$ cat src/rtl/pipe_hazard_ctrl_if.sv
// Hazard-unit bus between the CPU pipeline (master) and pipe_hazard_ctrl (slave).
// It carries the decoded ID-stage fields, the EX branch outcome, and the stall/flush/forward controls.
interface pipe_hazard_ctrl_if #(
  parameter int REG_ADDR_W     = 4,
  parameter int NUM_FWD_STAGES = 2,
  parameter int CNT_W          = 16
);
  localparam int FW = $clog2(NUM_FWD_STAGES + 1);

  logic                  id_valid;
  logic [REG_ADDR_W-1:0] id_rs;
  logic [REG_ADDR_W-1:0] id_rt;
  logic                  id_rs_used;
  logic                  id_rt_used;
  logic [REG_ADDR_W-1:0] id_rd;
  logic                  id_wr;
  logic                  id_is_load;
  logic                  id_is_hlt;
  logic                  ex_branch_taken;
  logic                  stall_if;
  logic                  flush_id;
  logic                  bubble_ex;
  logic [FW-1:0]         fwd_a;
  logic [FW-1:0]         fwd_b;
  logic                  hlt;
  logic [CNT_W-1:0]      stall_cnt;

  modport master (
    output id_valid, id_rs, id_rt, id_rs_used, id_rt_used, id_rd, id_wr,
           id_is_load, id_is_hlt, ex_branch_taken,
    input  stall_if, flush_id, bubble_ex, fwd_a, fwd_b, hlt, stall_cnt
  );

  modport slave (
    input  id_valid, id_rs, id_rt, id_rs_used, id_rt_used, id_rd, id_wr,
           id_is_load, id_is_hlt, ex_branch_taken,
    output stall_if, flush_id, bubble_ex, fwd_a, fwd_b, hlt, stall_cnt
  );
endinterface

$ cat src/rtl/pipe_hazard_ctrl.sv
// Hazard and pipeline-control unit: a scoreboard of in-flight destinations drives
// load-use stalls, branch flushes, N-deep forwarding selects and a drained halt.
module pipe_hazard_ctrl #(
  parameter int REG_ADDR_W     = 4,
  parameter int NUM_FWD_STAGES = 2,
  parameter int LOAD_STAGE     = 2,
  parameter bit ZERO_REG       = 1'b1,
  parameter int CNT_W          = 16
) (
  input logic              clk,
  input logic              rst,
  pipe_hazard_ctrl_if.slave bus
);
  localparam int DEPTH = NUM_FWD_STAGES + 1;
  localparam int FW    = $clog2(DEPTH);
  localparam int CW    = $clog2(DEPTH + 1);
  localparam logic [CW-1:0] DRAIN_LOAD = CW'(DEPTH);
  localparam logic [CW-1:0] DRAIN_ONE  = CW'(1);

  typedef enum logic [1:0] {RUN = 2'd0, DRAIN = 2'd1, HALTED = 2'd2} state_t;

  logic                  v_r  [DEPTH];
  logic                  wr_r [DEPTH];
  logic                  ld_r [DEPTH];
  logic [REG_ADDR_W-1:0] rd_r [DEPTH];
  logic [REG_ADDR_W-1:0] rs0_r;
  logic [REG_ADDR_W-1:0] rt0_r;
  logic                  rs0_u_r;
  logic                  rt0_u_r;

  state_t           state_r;
  logic [CW-1:0]    drain_cnt_r;
  logic             hlt_r;
  logic [CNT_W-1:0] stall_cnt_r;

  logic          lu_s;
  logic          lu_stall_s;
  logic          hlt_accept_s;
  logic          capture_s;
  logic          stall_s;
  logic          flush_s;
  logic          bubble_s;
  logic [FW-1:0] fwd_a_s;
  logic [FW-1:0] fwd_b_s;

  function automatic logic reg_hit(input logic v, input logic wr,
                                   input logic [REG_ADDR_W-1:0] rd,
                                   input logic [REG_ADDR_W-1:0] r);
    reg_hit = v & wr & (rd == r) & (~ZERO_REG | (r != {REG_ADDR_W{1'b0}}));
  endfunction

  // Load-use detection: a load too young to forward its data to the ID reader.
  always_comb begin
    lu_s = 1'b0;
    for (int k = 0; k < DEPTH; k++) begin
      if (k < LOAD_STAGE - 1) begin
        lu_s = lu_s | (ld_r[k] &
               ((bus.id_rs_used & reg_hit(v_r[k], wr_r[k], rd_r[k], bus.id_rs)) |
                (bus.id_rt_used & reg_hit(v_r[k], wr_r[k], rd_r[k], bus.id_rt))));
      end else begin
        lu_s = lu_s;
      end
    end
    lu_s = lu_s & bus.id_valid;
  end

  // Forward selects for the EX operands; scanning oldest-first lets the youngest producer win.
  always_comb begin
    fwd_a_s = {FW{1'b0}};
    fwd_b_s = {FW{1'b0}};
    for (int k = NUM_FWD_STAGES; k >= 1; k--) begin
      if (v_r[0] && rs0_u_r && reg_hit(v_r[k], wr_r[k], rd_r[k], rs0_r)) begin
        fwd_a_s = FW'(k);
      end else begin
        fwd_a_s = fwd_a_s;
      end
      if (v_r[0] && rt0_u_r && reg_hit(v_r[k], wr_r[k], rd_r[k], rt0_r)) begin
        fwd_b_s = FW'(k);
      end else begin
        fwd_b_s = fwd_b_s;
      end
    end
  end

  // Pipeline controls; a taken branch takes priority over a load-use stall.
  always_comb begin
    stall_s  = 1'b0;
    flush_s  = 1'b0;
    bubble_s = 1'b0;
    case (state_r)
      RUN: begin
        if (bus.ex_branch_taken) begin
          flush_s  = 1'b1;
          bubble_s = 1'b1;
        end else if (lu_s) begin
          stall_s  = 1'b1;
          bubble_s = 1'b1;
        end else begin
          stall_s  = 1'b0;
          bubble_s = 1'b0;
        end
      end
      DRAIN, HALTED: begin
        stall_s  = 1'b1;
        bubble_s = 1'b1;
      end
      default: begin
        stall_s  = 1'b1;
        bubble_s = 1'b1;
      end
    endcase
  end

  assign lu_stall_s   = (state_r == RUN) & ~bus.ex_branch_taken & lu_s;
  assign hlt_accept_s = (state_r == RUN) & bus.id_valid & bus.id_is_hlt &
                        ~bus.ex_branch_taken & ~lu_s;
  assign capture_s    = bus.id_valid & ~stall_s & ~bubble_s;

  // Scoreboard shift in lock-step with ID/EX, EX/MEM and MEM/WB.
  always_ff @(posedge clk or posedge rst) begin
    if (rst) begin
      for (int k = 0; k < DEPTH; k++) begin
        v_r[k]  <= 1'b0;
        wr_r[k] <= 1'b0;
        ld_r[k] <= 1'b0;
        rd_r[k] <= {REG_ADDR_W{1'b0}};
      end
      rs0_r   <= {REG_ADDR_W{1'b0}};
      rt0_r   <= {REG_ADDR_W{1'b0}};
      rs0_u_r <= 1'b0;
      rt0_u_r <= 1'b0;
    end else begin
      for (int k = DEPTH - 1; k >= 1; k--) begin
        v_r[k]  <= v_r[k-1];
        wr_r[k] <= wr_r[k-1];
        ld_r[k] <= ld_r[k-1];
        rd_r[k] <= rd_r[k-1];
      end
      v_r[0]  <= capture_s;
      wr_r[0] <= capture_s & bus.id_wr & ~bus.id_is_hlt;
      ld_r[0] <= capture_s & bus.id_is_load;
      rd_r[0] <= bus.id_rd;
      rs0_r   <= bus.id_rs;
      rt0_r   <= bus.id_rt;
      rs0_u_r <= capture_s & bus.id_rs_used;
      rt0_u_r <= capture_s & bus.id_rt_used;
    end
  end

  // Halt FSM: drain every in-flight instruction past WB before reporting halted.
  always_ff @(posedge clk or posedge rst) begin
    if (rst) begin
      state_r     <= RUN;
      drain_cnt_r <= {CW{1'b0}};
      hlt_r       <= 1'b0;
    end else begin
      case (state_r)
        RUN: begin
          if (hlt_accept_s) begin
            state_r     <= DRAIN;
            drain_cnt_r <= DRAIN_LOAD;
          end
        end
        DRAIN: begin
          drain_cnt_r <= drain_cnt_r - DRAIN_ONE;
          if (drain_cnt_r == DRAIN_ONE) begin
            state_r <= HALTED;
            hlt_r   <= 1'b1;
          end
        end
        HALTED: begin
          hlt_r <= 1'b1;
        end
        default: begin
          state_r     <= RUN;
          drain_cnt_r <= {CW{1'b0}};
          hlt_r       <= 1'b0;
        end
      endcase
    end
  end

  // Saturating count of cycles lost to load-use stalls.
  always_ff @(posedge clk or posedge rst) begin
    if (rst) begin
      stall_cnt_r <= {CNT_W{1'b0}};
    end else if (lu_stall_s && (stall_cnt_r != {CNT_W{1'b1}})) begin
      stall_cnt_r <= stall_cnt_r + {{(CNT_W-1){1'b0}}, 1'b1};
    end
  end

  assign bus.stall_if  = stall_s;
  assign bus.flush_id  = flush_s;
  assign bus.bubble_ex = bubble_s;
  assign bus.fwd_a     = fwd_a_s;
  assign bus.fwd_b     = fwd_b_s;
  assign bus.hlt       = hlt_r;
  assign bus.stall_cnt = stall_cnt_r;
endmodule

$ cat src/flat_wrapper.sv
// flat-port wrapper written by rule: the top's interface ports become plain ports
module pipe_hazard_ctrl_flat 
#(
  parameter int REG_ADDR_W     = 4,
  parameter int NUM_FWD_STAGES = 2,
  parameter int LOAD_STAGE     = 2,
  parameter bit ZERO_REG       = 1'b1,
  parameter int CNT_W          = 16
)
  (clk, rst, bus_id_valid, bus_id_rs, bus_id_rt, bus_id_rs_used, bus_id_rt_used, bus_id_rd, bus_id_wr, bus_id_is_load, bus_id_is_hlt, bus_ex_branch_taken, bus_stall_if, bus_flush_id, bus_bubble_ex, bus_fwd_a, bus_fwd_b, bus_hlt, bus_stall_cnt);
  pipe_hazard_ctrl_if #(.REG_ADDR_W(REG_ADDR_W), .NUM_FWD_STAGES(NUM_FWD_STAGES), .CNT_W(CNT_W)) bus_i ();
  input logic clk;
  input logic rst;
  input wire logic [$bits(bus_i.id_valid)-1:0] bus_id_valid;
  input wire logic [$bits(bus_i.id_rs)-1:0] bus_id_rs;
  input wire logic [$bits(bus_i.id_rt)-1:0] bus_id_rt;
  input wire logic [$bits(bus_i.id_rs_used)-1:0] bus_id_rs_used;
  input wire logic [$bits(bus_i.id_rt_used)-1:0] bus_id_rt_used;
  input wire logic [$bits(bus_i.id_rd)-1:0] bus_id_rd;
  input wire logic [$bits(bus_i.id_wr)-1:0] bus_id_wr;
  input wire logic [$bits(bus_i.id_is_load)-1:0] bus_id_is_load;
  input wire logic [$bits(bus_i.id_is_hlt)-1:0] bus_id_is_hlt;
  input wire logic [$bits(bus_i.ex_branch_taken)-1:0] bus_ex_branch_taken;
  output wire logic [$bits(bus_i.stall_if)-1:0] bus_stall_if;
  output wire logic [$bits(bus_i.flush_id)-1:0] bus_flush_id;
  output wire logic [$bits(bus_i.bubble_ex)-1:0] bus_bubble_ex;
  output wire logic [$bits(bus_i.fwd_a)-1:0] bus_fwd_a;
  output wire logic [$bits(bus_i.fwd_b)-1:0] bus_fwd_b;
  output wire logic [$bits(bus_i.hlt)-1:0] bus_hlt;
  output wire logic [$bits(bus_i.stall_cnt)-1:0] bus_stall_cnt;
  assign bus_i.id_valid = bus_id_valid;
  assign bus_i.id_rs = bus_id_rs;
  assign bus_i.id_rt = bus_id_rt;
  assign bus_i.id_rs_used = bus_id_rs_used;
  assign bus_i.id_rt_used = bus_id_rt_used;
  assign bus_i.id_rd = bus_id_rd;
  assign bus_i.id_wr = bus_id_wr;
  assign bus_i.id_is_load = bus_id_is_load;
  assign bus_i.id_is_hlt = bus_id_is_hlt;
  assign bus_i.ex_branch_taken = bus_ex_branch_taken;
  assign bus_stall_if = bus_i.stall_if;
  assign bus_flush_id = bus_i.flush_id;
  assign bus_bubble_ex = bus_i.bubble_ex;
  assign bus_fwd_a = bus_i.fwd_a;
  assign bus_fwd_b = bus_i.fwd_b;
  assign bus_hlt = bus_i.hlt;
  assign bus_stall_cnt = bus_i.stall_cnt;
  pipe_hazard_ctrl #(.REG_ADDR_W(REG_ADDR_W), .NUM_FWD_STAGES(NUM_FWD_STAGES), .LOAD_STAGE(LOAD_STAGE), .ZERO_REG(ZERO_REG), .CNT_W(CNT_W)) u_core (.clk(clk), .rst(rst), .bus(bus_i));
endmodule
$ cat config.mk
export PLATFORM = sky130hd
export DESIGN_NAME = pipe_hazard_ctrl_flat
export DESIGN_NICKNAME = d
export VERILOG_FILES = /design/src/rtl/pipe_hazard_ctrl_if.sv /design/src/rtl/pipe_hazard_ctrl.sv /design/src/flat_wrapper.sv
export SDC_FILE = /design/constraint.sdc
export NUM_CORES = 1
export LEC_CHECK = 0
export BUFFER_PORTS_ARGS = -buffer_cell sky130_fd_sc_hd__buf_2
export CAP_MARGIN = 40
export CORE_ASPECT_RATIO = 1.2
export CORE_MARGIN = 5
export CORE_UTILIZATION = 35
export DETAILED_ROUTE_END_ITERATION = 6
export GPL_TIMING_DRIVEN = 0
export HOLD_SLACK_MARGIN = 0.05
export SYNTH_ARGS = -nofsm -noshare
export SYNTH_HDL_FRONTEND = slang
export SYNTH_SLANG_ARGS = --single-unit
$ cat constraint.sdc
create_clock -name clk -period 2.1 [get_ports clk]
set_input_delay 0.42 -clock clk [delete_from_list [all_inputs] [get_ports clk]]
set_output_delay 0.42 -clock clk [all_outputs]
set_load 0.01 [all_outputs]
### Word level (Yosys, flattened, before mapping)

Cells that the tools add are included.
W data, S select, Z words.

* bitwise gates (word level): 40
* reduce and logical (&&, ||, !) cells: 15
* equal/unequal tests: 12
* muxes and demuxes: 18
* add/subtract/negate cells: 2

Operators by type and width (number)
* $and A1 B1 Y1: 32
* $eq A4 B4 Y1: 6
* $add A16 B1 Y16 const B: 1
* $ne A16 B16 Y1 const B: 1
* $reduce_bool A4 Y1: 4
* $mux W2: 7
* $pmux W2 S3: 2
* $mux W1: 8
* $logic_and A1 B1 Y1: 7
* $not A1 Y1: 7
* $eq A2 B1 Y1 const B: 2
* $ne A2 B1 Y1 const B: 2
* $reduce_and A2 Y1: 2
* $pmux W1 S3: 1
* $reduce_and A3 Y1: 1
* $eq A2 B2 Y1 const B: 1
* $logic_not A2 Y1: 1
* $sub A2 B1 Y2 const B: 1
* $or A1 B1 Y1: 1

* word-level logic and storage cells: 105
* register bits: 50
* output and inout port bits: 24

### Longest topological paths before layout

Gate-level depths: netlist (run 1).

* depth in word-level cells: 15
* depth in mapped cells: 8
* depth with buffers taken out: 7

### Worst setup path after synthesis (run 1)

No wires, ideal clock.

* path type: reg2out
* from: register u_core.rs0_r[0]
* to: output port bus_fwd_a[1]
* path slack: 0.142 ns
* path buffers: 0
* data arrival time: 1.538 ns
* data required time: 1.680 ns
* cell stages (with the launch flop): 5
* cells stage by stage: dfrtp_1 or4_1 nand3_1 nor3_1 nor4_1

* longest elaborated chain between the ends: 6
* elaborated cells between the ends (all ways): 11

RTL lines
* from (decl): line pipe_hazard_ctrl.sv:26 `logic [REG_ADDR_W-1:0] rs0_r;`
* from (signal assigned): line pipe_hazard_ctrl.sv:128 `rs0_r <= {REG_ADDR_W{1'b0}};`
* from (signal assigned): line pipe_hazard_ctrl.sv:143 `rs0_r <= bus.id_rs;`
* $eq A4 B4 Y1: line pipe_hazard_ctrl.sv:49 `reg_hit = v & wr & (rd == r) & (~ZERO_REG | (r != {REG_ADDR_W{1'b0}}));`
* $and A1 B1 Y1 (2 in series): line pipe_hazard_ctrl.sv:49
* $logic_and A1 B1 Y1: line pipe_hazard_ctrl.sv:72 `if (v_r[0] && rs0_u_r && reg_hit(v_r[k], wr_r[k], rd_r[k], rs0_r)) begin`
* $mux W2: line pipe_hazard_ctrl.sv:72
* $mux W2 *: line pipe_hazard_ctrl.sv:72
* to (decl): line flat_wrapper.sv:27 `output wire logic [$bits(bus_i.fwd_a)-1:0] bus_fwd_a;`

Mark *: on every way between the ends. The rest lies on a longest branch, timed or not.

### Final worst setup path (run 1)

* from: register u_core.rd_r[11] (netlist name)
* to: output port bus_stall_if

* longest elaborated chain between the ends: 10
* elaborated cells between the ends (all ways): 14

RTL lines
* from (decl): line pipe_hazard_ctrl.sv:25 `logic [REG_ADDR_W-1:0] rd_r [DEPTH];`
* from (signal, indexed assignment): line pipe_hazard_ctrl.sv:126 `rd_r[k] <= {REG_ADDR_W{1'b0}};`
* from (signal, indexed assignment): line pipe_hazard_ctrl.sv:137 `rd_r[k] <= rd_r[k-1];`
* $eq A4 B4 Y1: line pipe_hazard_ctrl.sv:49
* $and A1 B1 Y1 (2 in series): line pipe_hazard_ctrl.sv:49
* $and A1 B1 Y1 (on tied branches): line pipe_hazard_ctrl.sv:58, pipe_hazard_ctrl.sv:59
* $or A1 B1 Y1 *: line pipe_hazard_ctrl.sv:58 `((bus.id_rs_used & reg_hit(v_r[k], wr_r[k], rd_r[k], bus.id_rs)) |`
* $and A1 B1 Y1 *: line pipe_hazard_ctrl.sv:57 `lu_s = lu_s | (ld_r[k] &`
* $and A1 B1 Y1 *: line pipe_hazard_ctrl.sv:64 `lu_s = lu_s & bus.id_valid;`
* $mux W1 *: line pipe_hazard_ctrl.sv:95 `end else if (lu_s) begin`
* $mux W1 *: line pipe_hazard_ctrl.sv:92 `if (bus.ex_branch_taken) begin`
* $mux W1 *: line pipe_hazard_ctrl.sv:90 `case (state_r)`
* to (decl): line flat_wrapper.sv:24 `output wire logic [$bits(bus_i.stall_if)-1:0] bus_stall_if;`

Marks and branches as above.

==> impl_results.md, run 1 <==
* Drt total wl at 4980 µm
* Std cell rows at 32
* Critical Path RT at 1.68 ns
* Clock skew at 0.00469 ns
* Die Ht at 97.5 µm
* GR Layer Usage met3 at 0.0314
* Hold Violations, Final at 0
* Total number of vias at 1690
* Max Root-Sink Buffers at 2
* Synth Register Bits at 50
* Starting Density at 0.353
* Largest net degree at the start of global routing at 32
* Cell variety after synth at 32
* Share of post-route cells with drive strength above 1 at 0.391
* Worst-Skew Late Latency at 0.29 ns
* Avg Vias per Cell at 4.96
* Minimum clock period at 2.20 ns
* CTS tree: yes
* Post-synth EDFFs at 0
* Final nets at 281
* Worst slew margin at 0.694
* Cell Pwr Density at 579 nW/µm²
* Syn nets at 215
* Grt met1 use at 0.148
* Critical path arrival at 1.78 ns
* Startpoint Class: register
* RSZ-0062 raised after global routing: true
* Core ar. at 6330 µm²
* Most Crowded Layer GR: met2
* Setup WS post-layout at -0.0977 ns
* Area of the multi-input gates at 1110 µm²
* Fmax at 455 MHz
* Fin crit share at 1.05
* Worst Hold Class: input port to asynchronous set/reset pin
* IO Pins at 45
* DRT iter0 DRCs at 60
* Vias in the first global route at 1757
* Finished Layout Cells at 341
* DRC violations left at 0
* Hold Slack at 0.121 ns
* Gpl congestion at 0.812
* Most common cell after layout, fill and taps aside: dfrtp_1
* Worst-path fanout max at 4
* Reg area at 1250 µm²
* GR Overflow Total at 0
* Clk root buf: clkbuf_8
* # setup viols final at 5
* Post-Syn Instances at 189
* Crit Path Class: register to output pin
* DR pass1 iterations at 4
* Tot GR Track Use at 0.126
* Initial antenna violation count at 0
* First-pass GRT wire length at 8210 µm
* I/O Buffers at 44
* GR Layer Usage met2 at 0.219
* Worst-path clk slew at 0.09 ns
* Syn. warnings at 0
* Most frequent cells in the layout: dfrtp_1 (47), buf_2 (44), xnor2_1 (25)
* Pleak at 1.35 nW
* Slew @ Worst Pin at 0.457 ns
* Max Cap Viol at 0
* Detailed Place HPWL at 3560 µm
* Wirelength per Cell at 14.6 µm
* CP Capture Type: output pin
* Power Total at 0.00171 W
* Layout area overhead at 32.2%
* Peak supply drop at 254 µV
* Avg Cell Area, Syn at 11.8 µm²
* Slew Limit Fails at 0
* Failing checks: setup timing
* Die area at 8080 µm²
* Fillers at 624
* Final TNS setup at -0.203 ns
* Status: finished with violations
* Diode count at 0
* Cells after DPL at 319
* TritonCTS Buffers at 5
* H-tree Lvls at 2
* Register area share after synthesis at 0.561
* Dominant synthesized flop cell: dfrtp_1
* Clk sinks at 50
* Post-synthesis cell area at 2230 µm²
* Post-route ant nets at 0
* FFs w/ async S/R, synth at 1.00
* Worst-case reg-to-reg path depth at 7
* Die Wd at 82.9 µm
[worst max-delay path, cell delays in order (launching register included)]
cell,delay (ns)
dfrtp_2,0.47
xnor2_4,0.19
o41ai_4,0.12
nor4_4,0.36
nor2_2,0.08
o21ai_1,0.12
buf_2,0.14
[cells in the mapped netlist (2+ instances only)]
cell,instances,area share
dfrtp_1,50,0.56
xnor2_1,26,0.10
nand3_1,19,0.043
xor2_1,13,0.051
nand2_1,10,0.017
inv_1,7,0.012
nor2_1,6,0.010
nor4_1,6,0.017
ha_1,5,0.028
nand4_1,5,0.014
nor3_1,5,0.011
and2_1,4,0.011
nor3_2,4,0.018
nor4_2,4,0.022
a21oi_1,3,0.0067
nand2b_1,2,0.0056
nor2b_1,2,0.0056
o21ai_0,2,0.0045
o41ai_1,2,0.0078
or4_1,2,0.0067
[state kept, by name, indices dropped and copies added (netlist names)]
| signal | count |
|---|---|
| u_core.drain_cnt_r | 2 |
| u_core.v_r | 3 |
| u_core.state_r | 2 |
| u_core.bus.hlt | 1 |
| u_core.rt0_r | 4 |
| u_core.rs0_u_r | 1 |
| u_core.rs0_r | 4 |
| u_core.rt0_u_r | 1 |
| u_core.bus.stall_cnt | 16 |
| u_core.rd_r | 12 |
| u_core.ld_r | 1 |
| u_core.wr_r | 3 |
[routing by layer]
metal | up-vias | wire length (µm)
li1 | 790 | -
met2 | 46 | 2520
met3 | 12 | 232
met5 | - | 0
met1 | 842 | 2090
met4 | 0 | 125
[final timing paths]
path	start	end	slack, ns
max	u_core.rd_r[11]	bus_stall_if	-0.1
min	rst	u_core.bus.stall_cnt[8]	0.12
max reg2reg	u_core.rd_r[11]	u_core.bus.stall_cnt[1]	-0.01
min reg2reg	u_core.wr_r[2]	u_core.wr_r[1]	0.38
max in group asynchronous	rst	u_core.v_r[2]	1.46
min in group clk	bus_id_rd[2]	u_core.rd_r[10]	0.22
[through the flow]
step | instance area [µm²] | utilization | worst slack [ns]
2_1_floorplan | 2230 | - | 0.142
3_3_place_gp | 2560 | 0.404 | -0.196
3_5_place_dp | 2580 | 0.408 | -0.180
4_1_cts | 2820 | 0.445 | -0.122
5_1_grt | 2950 | 0.466 | -0.208
6_report | 2950 | 0.466 | -0.0977
[report_power, final]
group | switching (W) | total [W] | internal (W)
registers | 0.0000214 | 0.00100 | 0.000982
clock network | 0.000302 | 0.000567 | 0.000265
logic | 0.0000690 | 0.000138 | 0.0000686
[logic make-up (layout without fill, tap and decap cells)]
logic type | count (synthesis) | in the layout | share of synthesized area
mux | 2 | 2 | 0.0101
fa+ha+maj | 5 | 5 | 0.0280
compound gates | 12 | 12 | 0.0376
flops | 50 | 50 | 0.561
xor+xnor | 39 | 39 | 0.153
buf+inv | 8 | 75 | 0.0168
simple gates | 73 | 73 | 0.194
[layout make-up]
type	instances	area share
clock inverters	2	0.00424
plain buffers	1	0.00382
flip-flops and latches	50	0.425
multi-input cells	131	0.375
repair buffers	59	0.118
clock buffers	6	0.0280
well taps	85	0.0360
inverters	7	0.00891
[what timing repair did]
item,4_1_cts,5_1_grt
pin swaps,9,12
buffers inserted,9,5
resized for setup,13,20
hold endpoints to repair,0,0
hold buffers,0,0
setup endpoints to repair,15,18
cloned,1,0
No activity file was read; power rests on OpenSTA's default activity.
==> run 2, diff against run 1 <==
- SETUP_SLACK_MARGIN: not set -> 0.2
==> run 2 against run 1 <==
  * The flow still finishes with violations (setup timing)
  * Utilization rose by 4.5 points
  * Clock power rose by 16%
  * Non-clock buffer count rose by 12
  * Sequential power barely moved
  * Largest power group unchanged
  * Sequential cell count did not move
  * Clock-buffer cell count did not move
  * Total power rose by 6.2%
  * Clock skew rose by 0.0011 ns
  * Hold slack improved by 0.020 ns
  * Combinational power rose by 11%
  * Final cell count rose by 3.5%
  * Final area rose by 9.6%
==> impl_results.md, run 2 (synthesized netlist as in run 1, its figures left out) <==
* Status: finished with violations
* Failing checks: setup timing
* Largest net degree at the start of global routing at 29
* Reg-to-reg endpoint: u_core.bus.stall_cnt[1]
* Detailed Place HPWL at 3580 µm
* Avg Vias per Cell at 4.76
* Cells after DPL at 319
* Starting Density at 0.353
* Max reg flops at 16
* Fmax at 451 MHz
* Wirelength per Cell at 15.1 µm
* Crit Path Class: register to output pin
* Std cell rows at 32
* Tot GR Track Use at 0.134
* # hold bufs at CTS at 0
* Layout area overhead at 44.9%
* Worst path max stage delay at 0.56 ns
* Worst-path clk slew at 0.09 ns
* Worst Hold Class: input port to asynchronous set/reset pin
* Worst-Skew Late Latency at 0.30 ns
* DRC violations left at 0
* Die Ht at 97.5 µm
* RSZ-0062 raised after global routing: true
* Peak supply drop at 269 µV
* Pleak at 1.55 nW
* Initial antenna violation count at 0
* Total number of vias at 1680
* Die area at 8080 µm²
* GR Overflow Total at 0
* FF-to-FF setup slack at -0.10 ns
* Worst-case reg-to-reg path depth at 7
* Hold Violations, Final at 0
* Slew @ Worst Pin at 0.617 ns
* Final TNS setup at -0.439 ns
* Drt total wl at 5330 µm
* Startpoint Class: register
* Minimum clock period at 2.22 ns
* Core ar. at 6330 µm²
* Final nets at 293
* RR Startpoint: u_core.rd_r[11]
* CP Cell Sequence: or4_4, nand3_2, nor3_2, nor4_2, buf_2
* Worst-path fanout max at 2
* Area post-placement at 2590 µm²
* DRT iter0 DRCs at 48
* Max Cap Viol at 0
* Clk root buf: clkbuf_8
* Share of post-route cells with drive strength above 1 at 0.489
* Max Root-Sink Buffers at 2
* Slew Limit Fails at 0
* Critical path arrival at 1.80 ns
* Finished Core Util at 0.511
* Worst slew margin at 0.588
* Most frequent cells in the layout: dfrtp_1 (48), buf_2 (44), xnor2_1 (19)
* CP Capture Type: output pin
* IO Pins at 45
* DR pass1 iterations at 4
* Most common cell after layout, fill and taps aside: dfrtp_1
* Critical Path Source: u_core.rs0_r[0]
* Finished Layout Cells at 353
* Critical Path RT at 1.68 ns
* I/O Buffers at 44
* Fin crit share at 1.05
* CTS tree: yes
* Critical Path End: bus_fwd_a[1]
* Diode count at 0
* Slowest stage cell, crit path: or4_4
* Die Wd at 82.9 µm
* Vias in the first global route at 1762
* Clk sinks at 50
* Post-route ant nets at 0
* Power Total at 0.00181 W
* Setup WS post-layout at -0.115 ns
* Cell Pwr Density at 561 nW/µm²
* TritonCTS Buffers at 5
* # setup viols final at 9
* Final non-filler cell area at 3230 µm²
* Clock skew at 0.00577 ns
* Gpl congestion at 0.813
* H-tree Lvls at 2
* First-pass GRT wire length at 8740 µm
==> run 2: cell types whose count changed in the layout (fill, tap and decap cells not counted), moves of 5 or more <==
cell,delta
xnor2_2,+7
buf_6,+6
xnor2_1,-6
buf_4,+5
==> run 2: worst max-delay path, delay by kind of cell (launching register included) <==
kind | cells | cell delay [ns]
AND/OR/NAND/NOR | 4 | 0.95
flip-flops | 1 | 0.39
buffers and inverters | 1 | 0.16
==> run 2: repair_timing <==
item | CTS | global route
pin swaps | 19 | 20
gates cloned | 1 | 0
buffers inserted | 17 | 8
resized for setup | 48 | 18
endpoints found under the setup margin | 31 | 29
==> run 2: cell type report <==
class                   count  area, µm²
multi-input cells         131       1260
fillers                   598       3090
inverters                   7       26.3
clock inverters             2       37.5
clock buffers               6       72.6
flip-flops and latches     50       1250
repair buffers             71        465
plain buffers               1       15.0
well taps                  85        106
==> run 2: worst min path at each step <==
| stage | cells after the start | slack (ns) | start | to |
|---|---|---|---|---|
| after floorplan | 0 | 0.35 | u_core.wr_r[2] | u_core.wr_r[1] |
| after global placement | 0 | 0.37 | u_core.wr_r[2] | u_core.wr_r[1] |
| after detailed placement | 0 | 0.37 | u_core.wr_r[2] | u_core.wr_r[1] |
| after CTS | 2 | 0.15 | rst | u_core.rd_r[10] |
| after global routing | 2 | 0.18 | rst | u_core.bus.stall_cnt[8] |
| final | 2 | 0.14 | rst | u_core.bus.stall_cnt[8] |
==> run 2: stage by stage <==
stage	hold WS [ns]	setup WS, ns
after global placement	0.367	-0.203
after CTS	0.150	-0.104
after detailed placement	0.375	-0.168
after floorplan	0.354	0.214
after global routing	0.182	-0.186
final	0.140	-0.115
==> run 2: layer usage <==
metal  track usage  vias to the layer above  wire length (µm)
met5             0                        -                 0
met4        0.0440                        0                94
met3        0.0314                        7               213
met2         0.235                       44              2820
met1         0.162                      823              2200
li1              -                      806                 -
==> run 2: where the power goes <==
group	switching (W)	internal, W	total, W	leakage, nW
sequential	0.0000221	0.000982	0.00100	0.619
combinational	0.0000753	0.0000780	0.000153	0.882
clock	0.000302	0.000355	0.000657	0.0514
total	0.000399	0.00142	0.00181	1.55
==> run 3, diff against run 2 <==
--- a/config.mk
+++ b/config.mk
@@ -9,5 +9,4 @@
 export CAP_MARGIN = 40
 export CORE_ASPECT_RATIO = 1.2
-export CORE_MARGIN = 5
 export CORE_UTILIZATION = 35
 export DETAILED_ROUTE_END_ITERATION = 6
==> constraint.sdc (replaced) <==
create_clock -name clk -period 2.1 [get_ports clk]
set_input_delay 0.42 -clock clk [delete_from_list [all_inputs] [get_ports clk]]
set_output_delay 0.42 -clock clk [all_outputs]
set_load 0.05 [all_outputs]
==> run 3 against run 2 <==
  * The flow still finishes with violations (setup timing)
  * Global-route usage increased by 4.0 points
  * Clock skew rose by 0.0050 ns
  * Sequential power about the same
  * First-iteration DRC count decreased by 27%
  * Fmax down 0.98%
==> impl_results.md, run 3 (synthesized netlist as in run 1, its figures left out) <==
* Final nets at 296
* Worst-Skew Late Latency at 0.30 ns
* First-pass GRT wire length at 8540 µm
* Fillers at 513
* FF-to-FF setup slack at -0.01 ns
* Die area at 6700 µm²
* DR pass1 iterations at 4
* I/O Buffers at 44
* Most common cell after layout, fill and taps aside: dfrtp_1
* Crit path max-delay family: simple AND/OR/NAND/NOR gates
* Critical Path RT at 1.68 ns
* Area post-placement at 2710 µm²
* Cell Pwr Density at 528 nW/µm²
* Total number of vias at 1712
* H-tree Lvls at 2
* RR Startpoint: u_core.rd_r[11]
* Status: finished with violations
* TritonCTS Buffers at 5
* IO Pins at 45
* Startpoint Class: register
* Worst-path clk slew at 0.09 ns
* Slew @ Worst Pin at 0.704 ns
* Largest net degree at the start of global routing at 35
* Failing checks: setup timing
* Fmax at 447 MHz
* Diode count at 0
* Wirelength per Cell at 15.1 µm
* Std cell rows at 31
* Max Root-Sink Buffers at 2
* GR Overflow Total at 0
* Die Wd at 74.9 µm
* Post-route ant nets at 0
* Pleak at 1.70 nW
* Slew Limit Fails at 0
* Max Cap Viol at 0
* CP Cell Sequence: or4_4, nand3_4, nor3_4, nor4_4, buf_6
* Worst path max stage delay at 0.55 ns
* Slowest stage cell, crit path: or4_4
* Gpl congestion at 0.796
* Worst-path fanout max at 2
* Peak supply drop at 399 µV
* Worst-case reg-to-reg path depth at 7
* Critical path arrival at 1.82 ns
* DRC violations left at 0
* CP Capture Type: output pin
* Layout area overhead at 57.7%
* Max reg flops at 16
* Die Ht at 89.5 µm
* Minimum clock period at 2.24 ns
* Final non-filler cell area at 3520 µm²
* Vias in the first global route at 1777
* Hold Violations, Final at 0
* Clock skew at 0.0108 ns
* Clk sinks at 50
* Starting Density at 0.367
* Worst Hold Class: input port to asynchronous set/reset pin
* Crit Path Class: register to output pin
* Most frequent cells in the layout: dfrtp_1 (38), buf_2 (37), buf_6 (20)
* Core ar. at 6090 µm²
* Tot GR Track Use at 0.174
* Avg Vias per Cell at 4.86
* Share of post-route cells with drive strength above 1 at 0.570
* Setup WS post-layout at -0.137 ns
* Worst slew margin at 0.529
* DRT iter0 DRCs at 35
* Reg-to-reg endpoint: u_core.bus.stall_cnt[1]
* Worst path bufs/invs at 1
* Clk root buf: clkbuf_8
* Fin crit share at 1.07
* RSZ-0062 raised after global routing: true
* CTS tree: yes
* # setup viols final at 5
* Detailed Place HPWL at 3460 µm
* Initial antenna violation count at 0
* Drt total wl at 5300 µm
* Pre-CTS setup slack at -0.175 ns
[run 3: changes by cell type in the layout (fill, tap and decap cells not counted), moves of 4 or more]
cell     before  now
buf_2        44   37
buf_4        18   14
buf_6         8   20
dfrtp_1      48   38
dfrtp_2       2   12
nand3_1      15   11
nor4_2        5    0
nor4_4        5   10
xnor2_1      19   14
[run 3: power by group]
part           internal (W)  total (W)  switching (W)
logic             0.0000867   0.000168      0.0000809
clock network      0.000381   0.000685       0.000303
registers          0.000982    0.00101      0.0000251
[run 3: per-stage QoR]
stage	utilization	instances	power, W	TNS (ns)	hold WS, ns
final	0.578	352	0.00186	-0.476	0.0825
after global routing	0.578	352	0.00193	-1.38	0.102
after CTS	0.542	342	0.00185	-0.424	0.0977
after detailed placement	0.445	316	0.00115	-0.977	0.363
after global placement	0.442	315	0.00114	-8.77	0.363
after floorplan	-	189	0.00109	-0.215	0.354
[run 3: worst max path at each step]
stage,startpoint,end,depth (start not counted)
floorplan,u_core.rs0_r[0],bus_fwd_a[1],4
detailed placement,bus_id_valid,bus_stall_if,6
finish,u_core.rs0_r[0],bus_fwd_a[1],5
global route,u_core.rd_r[11],bus_stall_if,6
CTS,u_core.rs0_r[0],bus_fwd_a[1],5
global placement,rst,u_core.bus.stall_cnt[0],2
[run 3: area by class of cell]
cell class	count	area, µm²	area share
Multi-Input combinational cell	131	1430	0.405
Sequential cell	50	1270	0.360
Timing Repair Buffer	74	571	0.162
Tap cell	82	103	0.0291
Clock buffer	6	82.6	0.0235
Clock inverter	1	30.0	0.00853
Inverter	7	26.3	0.00746
Buffer	1	15.0	0.00426
[run 3: routing by layer]
layer / wire [µm] / track usage
met1: 1960 / 0.191
met2: 2920 / 0.316
met3: 282 / 0.0474
met4: 135 / 0.0703
met5: 0 / 0
[run 3: worst register-to-register path, cell delays in order, from the launching register on]
cell and delay, ns:
dfrtp_2 0.47, buf_6 0.14, o41ai_4 0.38, nor4_4 0.07, buf_4 0.15, o211ai_4 0.28, buf_8 0.20, mux2_4 0.30
[run 3: timing repair]
action / 4_1_cts / 5_1_grt
buffers inserted: 18 / 10
hold buffers: 0 / 0
cloned: 1 / 0
endpoints found under the setup margin: 32 / 28
pin swaps: 31 / 29
gates resized for setup: 62 / 28
